**src/rtl/qupls_alu_wb_buffer_pkg.sv**
```systemverilog
// Shared types for the ALU writeback staging buffer: machine value type,
// fault codes, buffer FSM states and the buffered entry layout.

package cpu_types_pkg;
  typedef logic [63:0] value_t;
endpackage

package QuplsPkg;
  import cpu_types_pkg::*;

  localparam logic [7:0] FLT_NONE    = 8'h00;
  // Raised when a multiply/divide never signals completion.
  localparam logic [7:0] FLT_ALU_TMO = 8'h3E;

  typedef enum logic [1:0] {
    IDLE     = 2'd0,
    WAIT_MUL = 2'd1,
    WAIT_DIV = 2'd2
  } alu_wb_state_t;

  typedef struct packed {
    logic [5:0] tag;
    value_t     res;
    logic [7:0] exc;
  } alu_wb_entry_t;
endpackage

```
**src/rtl/qupls_alu_wb_fifo.sv**
```systemverilog
// DEPTH-entry result FIFO with occupancy count; flush is a synchronous clear.
// Writes while full and reads while empty are dropped.

module qupls_alu_wb_fifo
  import QuplsPkg::*;
#(
  parameter int   DEPTH   = 4,
  parameter type  entry_t = alu_wb_entry_t,
  parameter entry_t RST_VAL = '0
) (
  input  logic   i_clk,
  input  logic   i_rst,
  input  logic   i_flush,
  input  logic   i_wr,
  input  entry_t i_wr_data,
  input  logic   i_rd,
  output entry_t o_rd_data,
  output logic   o_full,
  output logic   o_empty
);

  localparam int AW = $clog2(DEPTH);
  localparam int CW = AW + 1;

  entry_t         r_mem [DEPTH];
  logic [AW-1:0]  r_wptr;
  logic [AW-1:0]  r_rptr;
  logic [CW-1:0]  r_count;
  logic           w_push;
  logic           w_pop;

  assign o_full    = (r_count == CW'(DEPTH));
  assign o_empty   = (r_count == '0);
  assign w_push    = i_wr & ~o_full;
  assign w_pop     = i_rd & ~o_empty;
  assign o_rd_data = r_mem[r_rptr];

  // Pointers wrap naturally because DEPTH is a power of two.
  always_ff @(posedge i_clk or posedge i_rst) begin
    if (i_rst) begin
      r_wptr  <= '0;
      r_rptr  <= '0;
      r_count <= '0;
      for (int i = 0; i < DEPTH; i++) r_mem[i] <= RST_VAL;
    end else if (i_flush) begin
      r_wptr  <= '0;
      r_rptr  <= '0;
      r_count <= '0;
    end else begin
      if (w_push) begin
        r_mem[r_wptr] <= i_wr_data;
        r_wptr        <= r_wptr + AW'(1);
      end
      if (w_pop) r_rptr <= r_rptr + AW'(1);
      r_count <= r_count + CW'(w_push) - CW'(w_pop);
    end
  end

endmodule

```
**src/rtl/qupls_alu_wb_buffer.sv**
```systemverilog
// ALU result staging buffer feeding the writeback arbiter (wb_req/wb_grant).
// Optional multi-cycle watchdog enabled by `define QUPLS_ALU_WB_WATCHDOG_EN.

module qupls_alu_wb_buffer
  import QuplsPkg::*;
#(
  parameter int WID   = $bits(cpu_types_pkg::value_t),
  parameter int DEPTH = 4,
  parameter int TAGW  = 6,
  parameter int TMO   = 255
) (
  input  logic            clk,
  input  logic            rst,
  input  logic            ld,
  input  logic [TAGW-1:0] ld_tag,
  input  logic            ld_mul,
  input  logic            ld_div,
  input  logic [WID-1:0]  alu_o,
  input  logic [WID-1:0]  alu_exc,
  input  logic            mul_done,
  input  logic            div_done,
  input  logic            flush,
  input  logic            wb_grant,
  output logic            ready,
  output logic            wb_req,
  output logic [TAGW-1:0] wb_tag,
  output logic [WID-1:0]  wb_res,
  output logic [7:0]      wb_exc,
  output alu_wb_state_t   dbg_state
);

  localparam int NB = WID / 8;

  if (DEPTH < 2 || (DEPTH & (DEPTH - 1)) != 0 || TMO < 1 || (WID % 8) != 0) begin : g_param_chk
    $error("qupls_alu_wb_buffer: illegal parameter set");
  end

  typedef struct packed {
    logic [TAGW-1:0] tag;
    logic [WID-1:0]  res;
    logic [7:0]      exc;
  } entry_t;

  localparam entry_t ENTRY_RST = '{tag: '0, res: '0, exc: FLT_NONE};

  // Lowest-indexed byte lane carrying a fault wins.
  function automatic logic [7:0] excsum(input logic [WID-1:0] exc);
    logic [7:0] sum;
    sum = FLT_NONE;
    for (int i = NB - 1; i >= 0; i--) begin
      if (exc[i*8 +: 8] != FLT_NONE) sum = exc[i*8 +: 8];
    end
    return sum;
  endfunction

  alu_wb_state_t   r_state;
  alu_wb_state_t   w_state_nxt;
  logic [TAGW-1:0] r_tag;
  logic            w_full;
  logic            w_empty;
  logic            w_ready;
  logic            w_ld;
  logic            w_enq;
  entry_t          w_enq_data;
  entry_t          w_head;

`ifdef QUPLS_ALU_WB_WATCHDOG_EN
  localparam int WCW = $clog2(TMO + 1);
  logic [WCW-1:0] r_wcnt;
  logic           w_tmo;

  // Counter sits at zero in IDLE, so it is clear on every WAIT_* entry.
  assign w_tmo = (r_wcnt == WCW'(TMO - 1));

  always_ff @(posedge clk or posedge rst) begin
    if (rst)                r_wcnt <= '0;
    else if (r_state == IDLE) r_wcnt <= '0;
    else                    r_wcnt <= r_wcnt + WCW'(1);
  end
`endif

  assign w_ready   = (r_state == IDLE) & ~w_full;
  assign w_ld      = ld & w_ready;
  assign ready     = w_ready;
  assign dbg_state = r_state;

  always_comb begin
    w_state_nxt    = r_state;
    w_enq          = 1'b0;
    w_enq_data.tag = ld_tag;
    w_enq_data.res = alu_o;
    w_enq_data.exc = excsum(alu_exc);
    case (r_state)
      IDLE: begin
        if (w_ld) begin
          if (ld_mul)      w_state_nxt = WAIT_MUL;
          else if (ld_div) w_state_nxt = WAIT_DIV;
          else             w_enq       = 1'b1;
        end
      end
      WAIT_MUL, WAIT_DIV: begin
        w_enq_data.tag = r_tag;
        if ((r_state == WAIT_MUL) ? mul_done : div_done) begin
          w_enq       = 1'b1;
          w_state_nxt = IDLE;
        end
`ifdef QUPLS_ALU_WB_WATCHDOG_EN
        else if (w_tmo) begin
          w_enq          = 1'b1;
          w_enq_data.exc = FLT_ALU_TMO;
          w_state_nxt    = IDLE;
        end
`endif
      end
      default: w_state_nxt = IDLE;
    endcase
    if (flush) begin
      w_state_nxt = IDLE;
      w_enq       = 1'b0;
    end
  end

  always_ff @(posedge clk or posedge rst) begin
    if (rst) begin
      r_state <= IDLE;
      r_tag   <= '0;
    end else begin
      r_state <= w_state_nxt;
      if (w_ld && (ld_mul || ld_div)) r_tag <= ld_tag;
    end
  end

  qupls_alu_wb_fifo #(
    .DEPTH   (DEPTH),
    .entry_t (entry_t),
    .RST_VAL (ENTRY_RST)
  ) u_fifo (
    .i_clk     (clk),
    .i_rst     (rst),
    .i_flush   (flush),
    .i_wr      (w_enq),
    .i_wr_data (w_enq_data),
    .i_rd      (wb_grant),
    .o_rd_data (w_head),
    .o_full    (w_full),
    .o_empty   (w_empty)
  );

  assign wb_req = ~w_empty;
  assign wb_tag = w_head.tag;
  assign wb_res = w_head.res;
  assign wb_exc = w_head.exc;

endmodule
```
**config.mk**
```make
export PLATFORM = sky130hd
export DESIGN_NAME = qupls_alu_wb_buffer
export DESIGN_NICKNAME = d
export VERILOG_FILES = /design/src/rtl/qupls_alu_wb_buffer_pkg.sv /design/src/rtl/qupls_alu_wb_fifo.sv /design/src/rtl/qupls_alu_wb_buffer.sv
export SDC_FILE = /design/constraint.sdc
export NUM_CORES = 1
export LEC_CHECK = 0
export ABC_AREA = 1
export CORE_MARGIN = 4
export CORE_UTILIZATION = 51
export CTS_BUF_LIST = sky130_fd_sc_hd__clkbuf_2
export DETAILED_ROUTE_END_ITERATION = 8
export HOLD_SLACK_MARGIN = 0.12
export PLACE_DENSITY = 0.83
export SYNTH_ARGS = -nofsm -noshare
export SYNTH_HDL_FRONTEND = slang
export SYNTH_SLANG_ARGS = --single-unit
```
**constraint.sdc**
```tcl
create_clock -name clk -period 10.45 [get_ports clk]
set_clock_uncertainty 0.2 [all_clocks]
set_input_delay 2.09 -clock clk [delete_from_list [all_inputs] [get_ports clk]]
set_output_delay 2.09 -clock clk [all_outputs]
set_load 0.03 [all_outputs]
```
==> qor.json <==
{
  "placed_design": {
    "place_worst_setup_slack_ns": 4.73,
    "detailed_place_hpwl_mm": 26.6,
    "gp_routability_congestion": 0.835,
    "place_area_um2": 17700,
    "port_buffers": 224
  },
  "min_path": {
    "hp-class": "reg -> reg"
  },
  "layout": {
    "fraction_of_final_layout_cells_sized_beyond_drive_strength_1_pct": 6.73,
    "filler_cell_count": 2605,
    "layout.cells.most_common": "sky130_fd_sc_hd__nand2_1",
    "final_layout_net_count": 2418,
    "most_frequent_cells_in_the_layout": "sky130_fd_sc_hd__nand2_1 (1070), sky130_fd_sc_hd__dfrtp_1 (325), sky130_fd_sc_hd__clkdlybuf4s50_1 (224)",
    "synthesis_to_finish_area_growth_pct": 18.8,
    "multiInputGateArea_um2": 6390,
    "layout.area.seq_um2": 8190,
    "layout.cell_area.non_filler_um2": 18400
  },
  "worst_setup_path": {
    "critical_path_peak_fanout": 104,
    "setup.worst_path.class": "reg -> out",
    "timing.critical_path.required_ns": 8.16,
    "crit_path_cell_trace": "inv_4 -> buf_4 -> o21ai_0 -> o22ai_1 -> clkdlybuf4s50_1",
    "cell_at_the_slowest_stage_of_the_critical_path": "sky130_fd_sc_hd__buf_4",
    "worst_ep_arrival_time_ns": 4.31,
    "critical_path.endpoint_type": "output port",
    "largest_stage_delay_on_the_critical_path_ns": 0.82,
    "timing.critical_path.from_type": "register"
  },
  "timing": {
    "final_period_minus_worst_setup_slack_ns": 6.60,
    "finalSetupTns_ns": 0,
    "rsz0062_at_grt": "no",
    "finalMaxSlewViolations": 0,
    "final.setup.worst_slack_ns": 3.85,
    "setup-violations-final": 0,
    "worstMarginPinSlew_ns": 1.09,
    "final_hold_viol_count": 0,
    "max_slew_headroom_at_the_worst_pin_pct": 27.2,
    "clock.fmax_ghz": 0.152,
    "period_share_pct": 63.1
  },
  "synthesis": {
    "postSynthNetCount": 2215,
    "sequential_share_of_the_synthesized_area_pct": 52.8,
    "synth_seq_cells": 327,
    "synthesis.instances": 2062,
    "synthesis.area_per_instance_um2": 7.51,
    "synth_cell_type_count": 29,
    "cell_area_after_synthesis_um2": 15500,
    "yosys_warnings": 0
  },
  "die": {
    "die_h_um": 182,
    "placementRows": 63,
    "die_width_um": 182,
    "floorplan.initialDensity_pct": 52.0,
    "die_area_um2": 33200,
    "core_area_um2": 29800,
    "floorplan.io_pins": 225
  },
  "cts": {
    "postCtsSetupRepairBufs": 0,
    "clockRootBuffer": "sky130_fd_sc_hd__clkbuf_2",
    "cts-buffers-inserted": 82,
    "cts_tree": "done",
    "cts.path.max_buffers": 3,
    "clk_latency_worst_skew_pair_ns": 0.87,
    "post_cts_resized": 0,
    "clock_slew_at_reported_path_ffs_ns": 0.10,
    "clock_sink_count": 327,
    "h-tree-depth": 3,
    "number_of_buffers_added_to_fix_hold_violations_after_cts": 0
  },
  "route": {
    "drt_pass1_iterations": 7,
    "remaining_number_of_nets_flagged_by_the_antenna_check_after_routing": 0,
    "routed_via_density": 5.39,
    "detail_route.wl_per_cell_um": 16.4,
    "vias": 14600,
    "drc_errors": 0,
    "wl_mm": 44.4,
    "drt_iter0_drc": 1685
  },
  "global_routing": {
    "track_usage_pct": 26.3,
    "grt_max_degree": 180,
    "grt_antenna_before_repair": 1,
    "first_global_vias": 14600,
    "grt_first_pass_wirelength_mm": 72.2,
    "gr-total-overflow": 0
  },
  "flow_run": {
    "max_cap_viol_count": 0
  },
  "status": {
    "outcome": "complete, no violations"
  },
  "power": {
    "p_per_area_nw_per_um2": 267,
    "vdd.ir_drop.worst_v": 0.000194,
    "power.leakage_nw": 10.1
  }
}
## power breakdown
part,internal [mW],switching [mW]
clock,0.298,0.512
sequential,1.66,0.246
combinational,0.814,1.39
## synthesized netlist by cell type (all sizes together)
cell type	count	area (um^2)
o22ai	78	488
nand3	2	10.0
nand2	1074	4060
clkbuf	71	267
o32ai	1	16.3
o21ai	173	866
nor2	177	674
ha	9	113
buf	45	327
mux2i	1	10.0
a21oi	1	5.00
fa	1	20.0
clkinv	4	20.0
inv	80	303
dfrtp	327	8180
nand4	12	75.1
a22o	1	8.76
nor3	2	15.0
xor2	2	17.5
o31ai	1	7.51
## stage by stage
| stage | hold slack [ns] | total power [mW] | utilization, % | std cells |
|---|---|---|---|---|
| floorplan | 0.244 | 3.27 | - | 2062 |
| global placement | 0.256 | 4.05 | 59.5 | 2571 |
| detailed placement | 0.260 | 4.11 | 59.5 | 2571 |
| CTS | 0.283 | 4.93 | 61.8 | 2709 |
| global route | 0.303 | 5.25 | 61.8 | 2710 |
| finish | 0.280 | 4.92 | 61.8 | 2710 |
## final cells by class
class / instances / area share (%)
diodes: 1 / 0.0136
repair buffers: 235 / 12.7
multi-input cells: 1535 / 34.7
flip-flops and latches: 327 / 44.5
well taps: 390 / 2.65
inverters: 84 / 1.79
clock buffers: 117 / 3.18
clock inverters: 21 / 0.462
## cells by family after synthesis
logic type,after synthesis,synth area share [%]
flip-flops,327,52.8
adder cells (fa/ha/maj),10,0.856
XOR/XNOR,2,0.113
AND/OR/NAND/NOR,1267,31.2
buffers and inverters,200,5.91
multiplexers,1,0.0646
AO/OA/AOI/OAI,255,8.98
## flip-flops by register name (all words and copies together), names as in the netlist
signal          flops
u_fifo.r_wptr       2
dbg_state           2
u_fifo.r_rptr       2
u_fifo.r_mem      312
u_fifo.r_count      3
r_tag               6
## worst paths after layout
kind,end,cells past startpoint,slack [ns],start
setup / recovery,wb_tag[4],5,3.85,u_fifo.r_rptr[0]
hold / removal,u_fifo.r_mem[122],2,0.28,u_fifo.r_mem[122]
setup reg to reg,u_fifo.r_mem[113],11,6.35,dbg_state[0]
hold reg to reg,u_fifo.r_mem[122],2,0.28,u_fifo.r_mem[122]
max in group asynchronous,u_fifo.r_mem[0],4,6.82,rst
min in group asynchronous,u_fifo.r_mem[13],3,1.73,rst
## worst max-delay path: cells and delay by family (launching register included)
family	cells	cell delay, ns
buffers and inverters	3	2.07
flip-flops	1	0.77
AO/OA/AOI/OAI	2	0.45
## layer usage
layer,vias up,wire (um),global-route usage [%]
li1,6866,-,-
met1,6903,17900,35.0
met2,730,21100,43.0
met3,107,4160,5.14
met4,0,1250,9.70
met5,-,0,0
Note: power is estimated with default switching activity, not from simulation.
